<file path="config.mk">
export PLATFORM = sky130hd
export DESIGN_NAME = vrf_wb_arbiter
export DESIGN_NICKNAME = d
export VERILOG_FILES = /design/src/rtl/vrf_wb_arbiter.sv
export SDC_FILE = /design/constraint.sdc
export NUM_CORES = 1
export LEC_CHECK = 0
export ABC_AREA = 1
export CAP_MARGIN = 20
export CORE_MARGIN = 4
export CORE_UTILIZATION = 47
export CTS_CLUSTER_DIAMETER = 100
export DETAILED_ROUTE_END_ITERATION = 12
export PLACE_DENSITY = 0.77
export SLEW_MARGIN = 15
export SYNTH_ARGS = -nofsm -noshare
export SYNTH_HDL_FRONTEND = slang
export SYNTH_SLANG_ARGS = --single-unit
</file>
<file path="constraint.sdc">
create_clock -name clk_i -period 13.6 [get_ports clk_i]
set_input_delay 2.72 -clock clk_i [delete_from_list [all_inputs] [get_ports clk_i]]
set_output_delay 2.72 -clock clk_i [all_outputs]
set_load 0.02 [all_outputs]
</file>
<file path="src/rtl/vrf_wb_arbiter.sv">
// Write-back arbiter: buffers ALU and MFPU result writes in per-source FIFOs and
// merges them round-robin onto the single VRF write port. Optional macro VRF_WB_STATS_EN adds counters.
module vrf_wb_arbiter #(
    parameter int DataWidth = 64,
    parameter int AddrWidth = 10,
    parameter int IdWidth   = 3,
    parameter int Depth     = 2
) (
    input  logic                   clk_i,
    input  logic                   rst_i,
    input  logic                   alu_result_req_i,
    input  logic [IdWidth-1:0]     alu_result_id_i,
    input  logic [AddrWidth-1:0]   alu_result_addr_i,
    input  logic [DataWidth-1:0]   alu_result_wdata_i,
    input  logic [DataWidth/8-1:0] alu_result_be_i,
    output logic                   alu_result_gnt_o,
    input  logic                   mfpu_result_req_i,
    input  logic [IdWidth-1:0]     mfpu_result_id_i,
    input  logic [AddrWidth-1:0]   mfpu_result_addr_i,
    input  logic [DataWidth-1:0]   mfpu_result_wdata_i,
    input  logic [DataWidth/8-1:0] mfpu_result_be_i,
    output logic                   mfpu_result_gnt_o,
`ifdef VRF_WB_STATS_EN
    output logic [31:0]            alu_wb_cnt_o,
    output logic [31:0]            mfpu_wb_cnt_o,
    output logic [31:0]            stall_cnt_o,
`endif
    output logic                   wb_valid_o,
    input  logic                   wb_ready_i,
    output logic                   wb_src_o,
    output logic [IdWidth-1:0]     wb_id_o,
    output logic [AddrWidth-1:0]   wb_addr_o,
    output logic [DataWidth-1:0]   wb_wdata_o,
    output logic [DataWidth/8-1:0] wb_be_o
);

    localparam int BeWidth = DataWidth / 8;
    localparam int PtrW    = $clog2(Depth);
    localparam int CntW    = PtrW + 1;
    localparam int EntryW  = IdWidth + AddrWidth + DataWidth + BeWidth;

    logic [EntryW-1:0] mem_r    [2][Depth];
    logic [PtrW-1:0]   wr_ptr_r [2];
    logic [PtrW-1:0]   rd_ptr_r [2];
    logic [CntW-1:0]   cnt_r    [2];
    logic [EntryW-1:0] wentry_s [2];
    logic [EntryW-1:0] head_s;
    logic [1:0]        req_s;
    logic [1:0]        gnt_s;
    logic [1:0]        full_s;
    logic [1:0]        nonempty_s;
    logic [1:0]        pop_s;
    logic              rr_r;
    logic              hold_r;
    logic              hold_src_r;
    logic              sel_s;
    logic              valid_s;
    logic              hs_s;

    assign req_s       = {mfpu_result_req_i, alu_result_req_i};
    assign wentry_s[0] = {alu_result_id_i, alu_result_addr_i, alu_result_wdata_i, alu_result_be_i};
    assign wentry_s[1] = {mfpu_result_id_i, mfpu_result_addr_i, mfpu_result_wdata_i, mfpu_result_be_i};

    // FIFO status and accept grants; grants look only at the count, never at wb_ready_i
    always_comb begin
        full_s     = 2'b00;
        nonempty_s = 2'b00;
        gnt_s      = 2'b00;
        for (int s = 0; s < 2; s++) begin
            full_s[s]     = (cnt_r[s] == CntW'(Depth));
            nonempty_s[s] = (cnt_r[s] != {CntW{1'b0}});
            gnt_s[s]      = req_s[s] & ~full_s[s];
        end
    end

    // Source selection from registered state only; a stalled entry stays selected until taken
    always_comb begin
        valid_s = |nonempty_s;
        if (hold_r) begin
            sel_s = hold_src_r;
        end else if (&nonempty_s) begin
            sel_s = rr_r;
        end else if (nonempty_s[1]) begin
            sel_s = 1'b1;
        end else begin
            sel_s = 1'b0;
        end
        hs_s  = valid_s & wb_ready_i;
        pop_s = 2'b00;
        if (hs_s) begin
            pop_s[sel_s] = 1'b1;
        end else begin
            pop_s = 2'b00;
        end
        head_s = mem_r[sel_s][rd_ptr_r[sel_s]];
    end

    assign alu_result_gnt_o  = gnt_s[0];
    assign mfpu_result_gnt_o = gnt_s[1];
    assign wb_valid_o        = valid_s;
    assign wb_src_o          = sel_s;
    assign {wb_id_o, wb_addr_o, wb_wdata_o, wb_be_o} = head_s;

    // Entry storage
    always_ff @(posedge clk_i or posedge rst_i) begin
        if (rst_i) begin
            for (int s = 0; s < 2; s++) begin
                for (int d = 0; d < Depth; d++) begin
                    mem_r[s][d] <= {EntryW{1'b0}};
                end
            end
        end else begin
            for (int s = 0; s < 2; s++) begin
                if (gnt_s[s]) begin
                    mem_r[s][wr_ptr_r[s]] <= wentry_s[s];
                end
            end
        end
    end

    // Read/write pointers and occupancy counts
    always_ff @(posedge clk_i or posedge rst_i) begin
        if (rst_i) begin
            for (int s = 0; s < 2; s++) begin
                wr_ptr_r[s] <= {PtrW{1'b0}};
                rd_ptr_r[s] <= {PtrW{1'b0}};
                cnt_r[s]    <= {CntW{1'b0}};
            end
        end else begin
            for (int s = 0; s < 2; s++) begin
                if (gnt_s[s]) begin
                    wr_ptr_r[s] <= wr_ptr_r[s] + {{(PtrW-1){1'b0}}, 1'b1};
                end
                if (pop_s[s]) begin
                    rd_ptr_r[s] <= rd_ptr_r[s] + {{(PtrW-1){1'b0}}, 1'b1};
                end
                cnt_r[s] <= cnt_r[s] + {{PtrW{1'b0}}, gnt_s[s]} - {{PtrW{1'b0}}, pop_s[s]};
            end
        end
    end

    // Round-robin pointer and stall hold state
    always_ff @(posedge clk_i or posedge rst_i) begin
        if (rst_i) begin
            rr_r       <= 1'b0;
            hold_r     <= 1'b0;
            hold_src_r <= 1'b0;
        end else begin
            if (hs_s && (&nonempty_s)) begin
                rr_r <= ~sel_s;
            end
            hold_r     <= valid_s & ~wb_ready_i;
            hold_src_r <= sel_s;
        end
    end

`ifdef VRF_WB_STATS_EN
    logic [31:0] alu_wb_cnt_r;
    logic [31:0] mfpu_wb_cnt_r;
    logic [31:0] stall_cnt_r;

    // Handshake and stall statistics, wrapping at 2^32
    always_ff @(posedge clk_i or posedge rst_i) begin
        if (rst_i) begin
            alu_wb_cnt_r  <= 32'd0;
            mfpu_wb_cnt_r <= 32'd0;
            stall_cnt_r   <= 32'd0;
        end else begin
            if (pop_s[0]) begin
                alu_wb_cnt_r <= alu_wb_cnt_r + 32'd1;
            end
            if (pop_s[1]) begin
                mfpu_wb_cnt_r <= mfpu_wb_cnt_r + 32'd1;
            end
            if (valid_s && !wb_ready_i) begin
                stall_cnt_r <= stall_cnt_r + 32'd1;
            end
        end
    end

    assign alu_wb_cnt_o  = alu_wb_cnt_r;
    assign mfpu_wb_cnt_o = mfpu_wb_cnt_r;
    assign stall_cnt_o   = stall_cnt_r;
`endif

endmodule

</file>
Word level (Yosys, flattened, before mapping)
Cells that the tools add are included.
{"block": "word_totals", "regBits": 351, "inputBits": 175, "output_inout_bits": 89, "wordCells": 72}
{"block": "op_classes", "n_addsub": 8, "magnitude_cmp": 8, "eq_ne": 2, "muxes": 21, "bitwise_logic": 12, "n_reduce_logical": 8}
{"cell": "170-bit 2-to-1 mux", "count": 3}
{"cell": "85-bit 2-to-1 mux", "count": 5}
{"cell": "170-bit bitwise mux", "count": 2}
{"cell": "85-bit demux with 1-bit select", "count": 2}
{"cell": "2-bit greater-or-equal comparator (second input constant)", "count": 4}
{"cell": "1-bit inverter with 2-bit output", "count": 4}
{"cell": "1-bit 2-to-1 mux", "count": 7}
{"cell": "1-bit adder (second input constant)", "count": 4}
{"cell": "2-bit by 1-bit adder with 2-bit output", "count": 2}
{"cell": "1-bit bitwise AND", "count": 4}
{"cell": "2-bit == test (second input constant)", "count": 2}
{"cell": "1-bit logical AND", "count": 4}
{"cell": "2-bit by 1-bit less-than comparator with 1-bit output (second input constant)", "count": 2}
{"cell": "1-bit inverter", "count": 4}
{"cell": "2-bit nonzero test", "count": 2}
{"cell": "2-bit by 1-bit subtractor with 2-bit output", "count": 2}
{"cell": "1-bit by 2-bit less-than comparator with 1-bit output (second input constant)", "count": 1}
{"cell": "2-bit 2-to-1 mux", "count": 1}
{"cell": "2-bit AND reduction", "count": 1}
{"cell": "2-bit OR reduction", "count": 1}
{"cell": "1-bit demux with 1-bit select", "count": 1}
{"cell": "1-bit greater-or-equal comparator (second input constant)", "count": 1}

Longest topological paths before layout
{"block": "depth", "depth_word": 12, "ltp_mapped": 11, "mapped_depth_nobuf": 10}

Least setup slack after synthesis
OpenSTA, ideal clock, no wires.
{"block": "synth_timing", "kind": "input port to output port", "from": "input port mfpu_result_req_i", "to": "output port mfpu_result_gnt_o", "arrival_time_ns": 2.962, "required_time_ns": 10.880, "setup_slack_ns": 7.918, "cell_stages": 2, "path_buffers": 0, "path_cell_list": "nand2_1 -> inv_1"}
{"block": "synth_between", "elab_chain_len": 1}
{"item": "from (decl)", "line": "17", "rtl": "input logic mfpu_result_req_i,"}
{"item": "1-bit bitwise AND", "line": "72", "rtl": "gnt_s[s] = req_s[s] & ~full_s[s];"}
{"item": "to (decl)", "line": "22", "rtl": "output logic mfpu_result_gnt_o,"}
Every way passes these cells.

Final worst setup path
{"block": "layout_timing", "from": "register cnt_r[3] (netlist name)", "to": "output port wb_wdata_o[46]"}
{"block": "layout_between", "elab_chain_len": 12, "word_cells_on_any_way": 15}
{"item": "from (decl)", "line": "45", "rtl": "logic [CntW-1:0] cnt_r [2];"}
{"item": "from (signal, indexed assignment)", "line": "127", "rtl": "cnt_r[s] <= {CntW{1'b0}};"}
{"item": "from (signal, indexed assignment)", "line": "137", "rtl": "cnt_r[s] <= cnt_r[s] + {{PtrW{1'b0}}, gnt_s[s]} - {{PtrW{1'b0}}, pop_s[s]};"}
{"item": "2-bit nonzero test *", "line": "71", "rtl": "nonempty_s[s] = (cnt_r[s] != {CntW{1'b0}});"}
{"item": "2-bit AND reduction *", "line": "81", "rtl": "end else if (&nonempty_s) begin"}
{"item": "1-bit 2-to-1 mux *", "line": "81"}
{"item": "1-bit 2-to-1 mux *", "line": "79", "rtl": "if (hold_r) begin"}
{"item": "1-bit inverter with 2-bit output (implied by the code) *", "line": "95", "rtl": "head_s = mem_r[sel_s][rd_ptr_r[sel_s]];"}
{"item": "1-bit 2-to-1 mux (implied by the code) (3 in series)", "line": "95"}
{"item": "1-bit inverter with 2-bit output (implied by the code)", "line": "95"}
{"item": "85-bit 2-to-1 mux (implied by the code) * (3 in series)", "line": "95"}
{"item": "to (decl)", "line": "33", "rtl": "output logic [DataWidth-1:0] wb_wdata_o,"}
Every way passes the cells marked *; elsewhere a longest branch is shown, timed or not. The select of a mux whose other input is x is not followed.

==> impl_metrics.env <==
export IMPL_status="completed"
export IMPL_ctsResizeCount=0
export IMPL_gp_congestion=0.782
export IMPL_htree_levels=2
export IMPL_drive_gt1_frac=0.0368
export IMPL_vdd_drop_max_mv=0.266
export IMPL_viasPerCell=5.22
export IMPL_dp_cells=2753
export IMPL_ys_types=25
export IMPL_cts_hold_buffers=0
export IMPL_critPathTopFamily="buffers and inverters"
export IMPL_via_count=14700
export IMPL_critPathMaxStageDelay_ps=920
export IMPL_rows=68
export IMPL_firstDrtPassIters=5
export IMPL_diodes=0
export IMPL_crit_path_end_kind="primary output"
export IMPL_die_area_um2=38700
export IMPL_clk_pin_slew_ps=60
export IMPL_clkPwrFrac=0.179
export IMPL_p_int_mw=3.25
export IMPL_cp_buffers_inverters=2
export IMPL_critical_path_arrival_ps=4450
export IMPL_slew_violations=0
export IMPL_synthToLayoutAreaGrowth_pct=22.6
export IMPL_drtIter0Drc=1101
export IMPL_design_portCount=264
export IMPL_tritoncts="yes"
export IMPL_syn_area_um2=16700
export IMPL_rsz0062_at_grt="no"
export IMPL_start_kind="flip-flop"
export IMPL_fin_tns_setup_ps=0
export IMPL_r2r_start="cnt_r[3]"
export IMPL_yosysSeqAreaShare=0.525
export IMPL_worstMarginPinSlew_ps=1070
export IMPL_final_cells=2818
export IMPL_worst_skew_pair_late_latency_ps=520
export IMPL_path_cells="o21ai_1 -> nand2_8 -> nand2_8 -> buf_4 -> nand2_1 -> nand2_1 -> nand2_1 -> nand2_1 -> clkdlybuf4s50_1"
export IMPL_antenna_found_initial=0
export IMPL_synth_warnings=0
export IMPL_final_nets=2518
export IMPL_comb_power_share=0.505
export IMPL_start_util=0.481
export IMPL_min_period_over_period=0.527
export IMPL_min_delay_start="mem_r[339]"
export IMPL_ys_seq_elements=351
export IMPL_grt_pass1_vias=14700
export IMPL_grt_total_usage=0.232
export IMPL_crit_fanout=111
export IMPL_die_w_um=197
export IMPL_slew_headroom=0.284
export IMPL_crit_top_cell="nand2_1"
export IMPL_die_height_um=197
export IMPL_postRouteAntennaNets=0
export IMPL_power_switching_mw=2.48
export IMPL_slowest_stage="buf_4"
export IMPL_grt_pass1_wl_mm=74.3
export IMPL_hold_viol=0
export IMPL_cp_required_ps=10880
export IMPL_grt_max_degree=171
export IMPL_io_buffers=263
export IMPL_syn_avg_cell_area_um2=7.70
export IMPL_postCtsSetupRepairBufs=0
export IMPL_grt_ovfl_total=0
export IMPL_root_buffer="clkbuf_16"
export IMPL_coreArea_um2=34800
export IMPL_drc=0
export IMPL_synthCells=2172
export IMPL_cts_made_buffers=38
export IMPL_drt_wl_total_mm=45.2
export IMPL_layout_commonest_cell="nand2_1"
export IMPL_period_minus_slack_ps=7170
export IMPL_clock_path_buffers=3
export IMPL_finClkSkew_ps=16.3
export IMPL_final_cell_mix="947 x nand2_1, 351 x dfrtp_1, 263 x clkdlybuf4s50_1"
export IMPL_seq_power_share=0.316
export IMPL_min_path_type="reg2reg"
export IMPL_hpwl_mm=27.0
export IMPL_crit_start="cnt_r[3]"
export IMPL_syn_nets=2351
export IMPL_post_drt_wl_per_cell_um=16.0
export IMPL_leakage_nw=10.7
export IMPL_powerDensity_nw_per_um2=279
export IMPL_critical_path_class="reg2out"
export IMPL_switching_share=0.433
export IMPL_cts_sinks=351
export IMPL_setup_violations=0
export IMPL_max_freq_mhz=140
export IMPL_drv_cap=0
worst register-to-register path, cell delays in order (launching register included):
cell and delay [ps]:
dfrtp_1 410, o21ai_1 370, nand2_8 480, nand2_8 660, nand2_1 170, inv_1 110, ha_1 220, inv_1 70
ha_1 240
flip-flops by register name (all words and copies together) (netlist names):
signal / count
cnt_r: 4
hold_r: 1
hold_src_r: 1
mem_r: 340
rd_ptr_r: 2
rr_r: 1
wr_ptr_r: 2
power groups by stage:
stage               Sequential, mW  Clock (mW)  Combinational [mW]
finish                        1.81        1.03                2.89
global route                  1.87        1.08                3.22
CTS                           1.81        1.05                2.91
detailed placement            1.82           0                2.89
global placement              1.79           0                2.80
floorplan                     1.75           0                1.94
per-layer routing:
metal  GRT usage  up-vias  routed length, um
li1            -     7112                  -
met1       0.316     7009              19600
met2       0.389      500              21300
met3      0.0379       84               3160
met4      0.0639        0               1120
met5           0        -                  0
synthesized netlist by cell type, drive strengths merged:
| cell | number | area [um^2] |
|---|---|---|
| a31oi | 1 | 6.26 |
| nand3 | 173 | 871 |
| ha | 4 | 50.1 |
| o21ai | 341 | 1730 |
| inv | 184 | 691 |
| xnor2 | 4 | 35.0 |
| clkbuf | 42 | 159 |
| or2 | 2 | 12.5 |
| xor2 | 2 | 17.5 |
| nor2 | 4 | 25.0 |
| dfrtp | 351 | 8780 |
| a21oi | 3 | 15.0 |
| nand2 | 954 | 3590 |
| buf | 107 | 742 |
kinds of logic (layout without fill, tap and decap cells):
| group | Yosys count | after routing | synth area share |
|---|---|---|---|
| simple gates | 1133 | 1133 | 0.269 |
| buf+inv | 333 | 524 | 0.0951 |
| compound gates | 345 | 345 | 0.105 |
| fa+ha+maj | 4 | 4 | 0.00299 |
| flops | 351 | 351 | 0.525 |
| xor+xnor | 6 | 6 | 0.00314 |
final timing paths:
kind,to,slack [ps],cells past startpoint
setup / recovery,wb_wdata_o[46],6430,9
hold / removal,mem_r[339],480,2
setup reg to reg,cnt_r[0],10740,8
hold reg to reg,mem_r[339],480,2
max in group asynchronous,mem_r[20],8430,4
min in group asynchronous,mem_r[64],2790,2
layout make-up:
type | instances | area, um^2
Clock inverter | 6 | 80.1
Fill cell | 3088 | 14300
Timing Repair Buffer | 276 | 2800
Sequential cell | 351 | 8780
Clock buffer | 58 | 1160
Multi-Input combinational cell | 1488 | 6430
Tap cell | 455 | 569
Inverter | 184 | 698
through the flow:
step	utilization	cell area [um^2]	power [mW]	worst slack, ps	hold slack [ps]
detailed placement	0.553	19200	4.70	6780	473
floorplan	-	16700	3.69	1140	453
finish	0.590	20500	5.73	6430	483
CTS	0.589	20500	5.76	6360	487
global route	0.590	20500	6.17	6070	501
global placement	0.551	19200	4.59	6780	467
(Power assumes the default switching activity.)
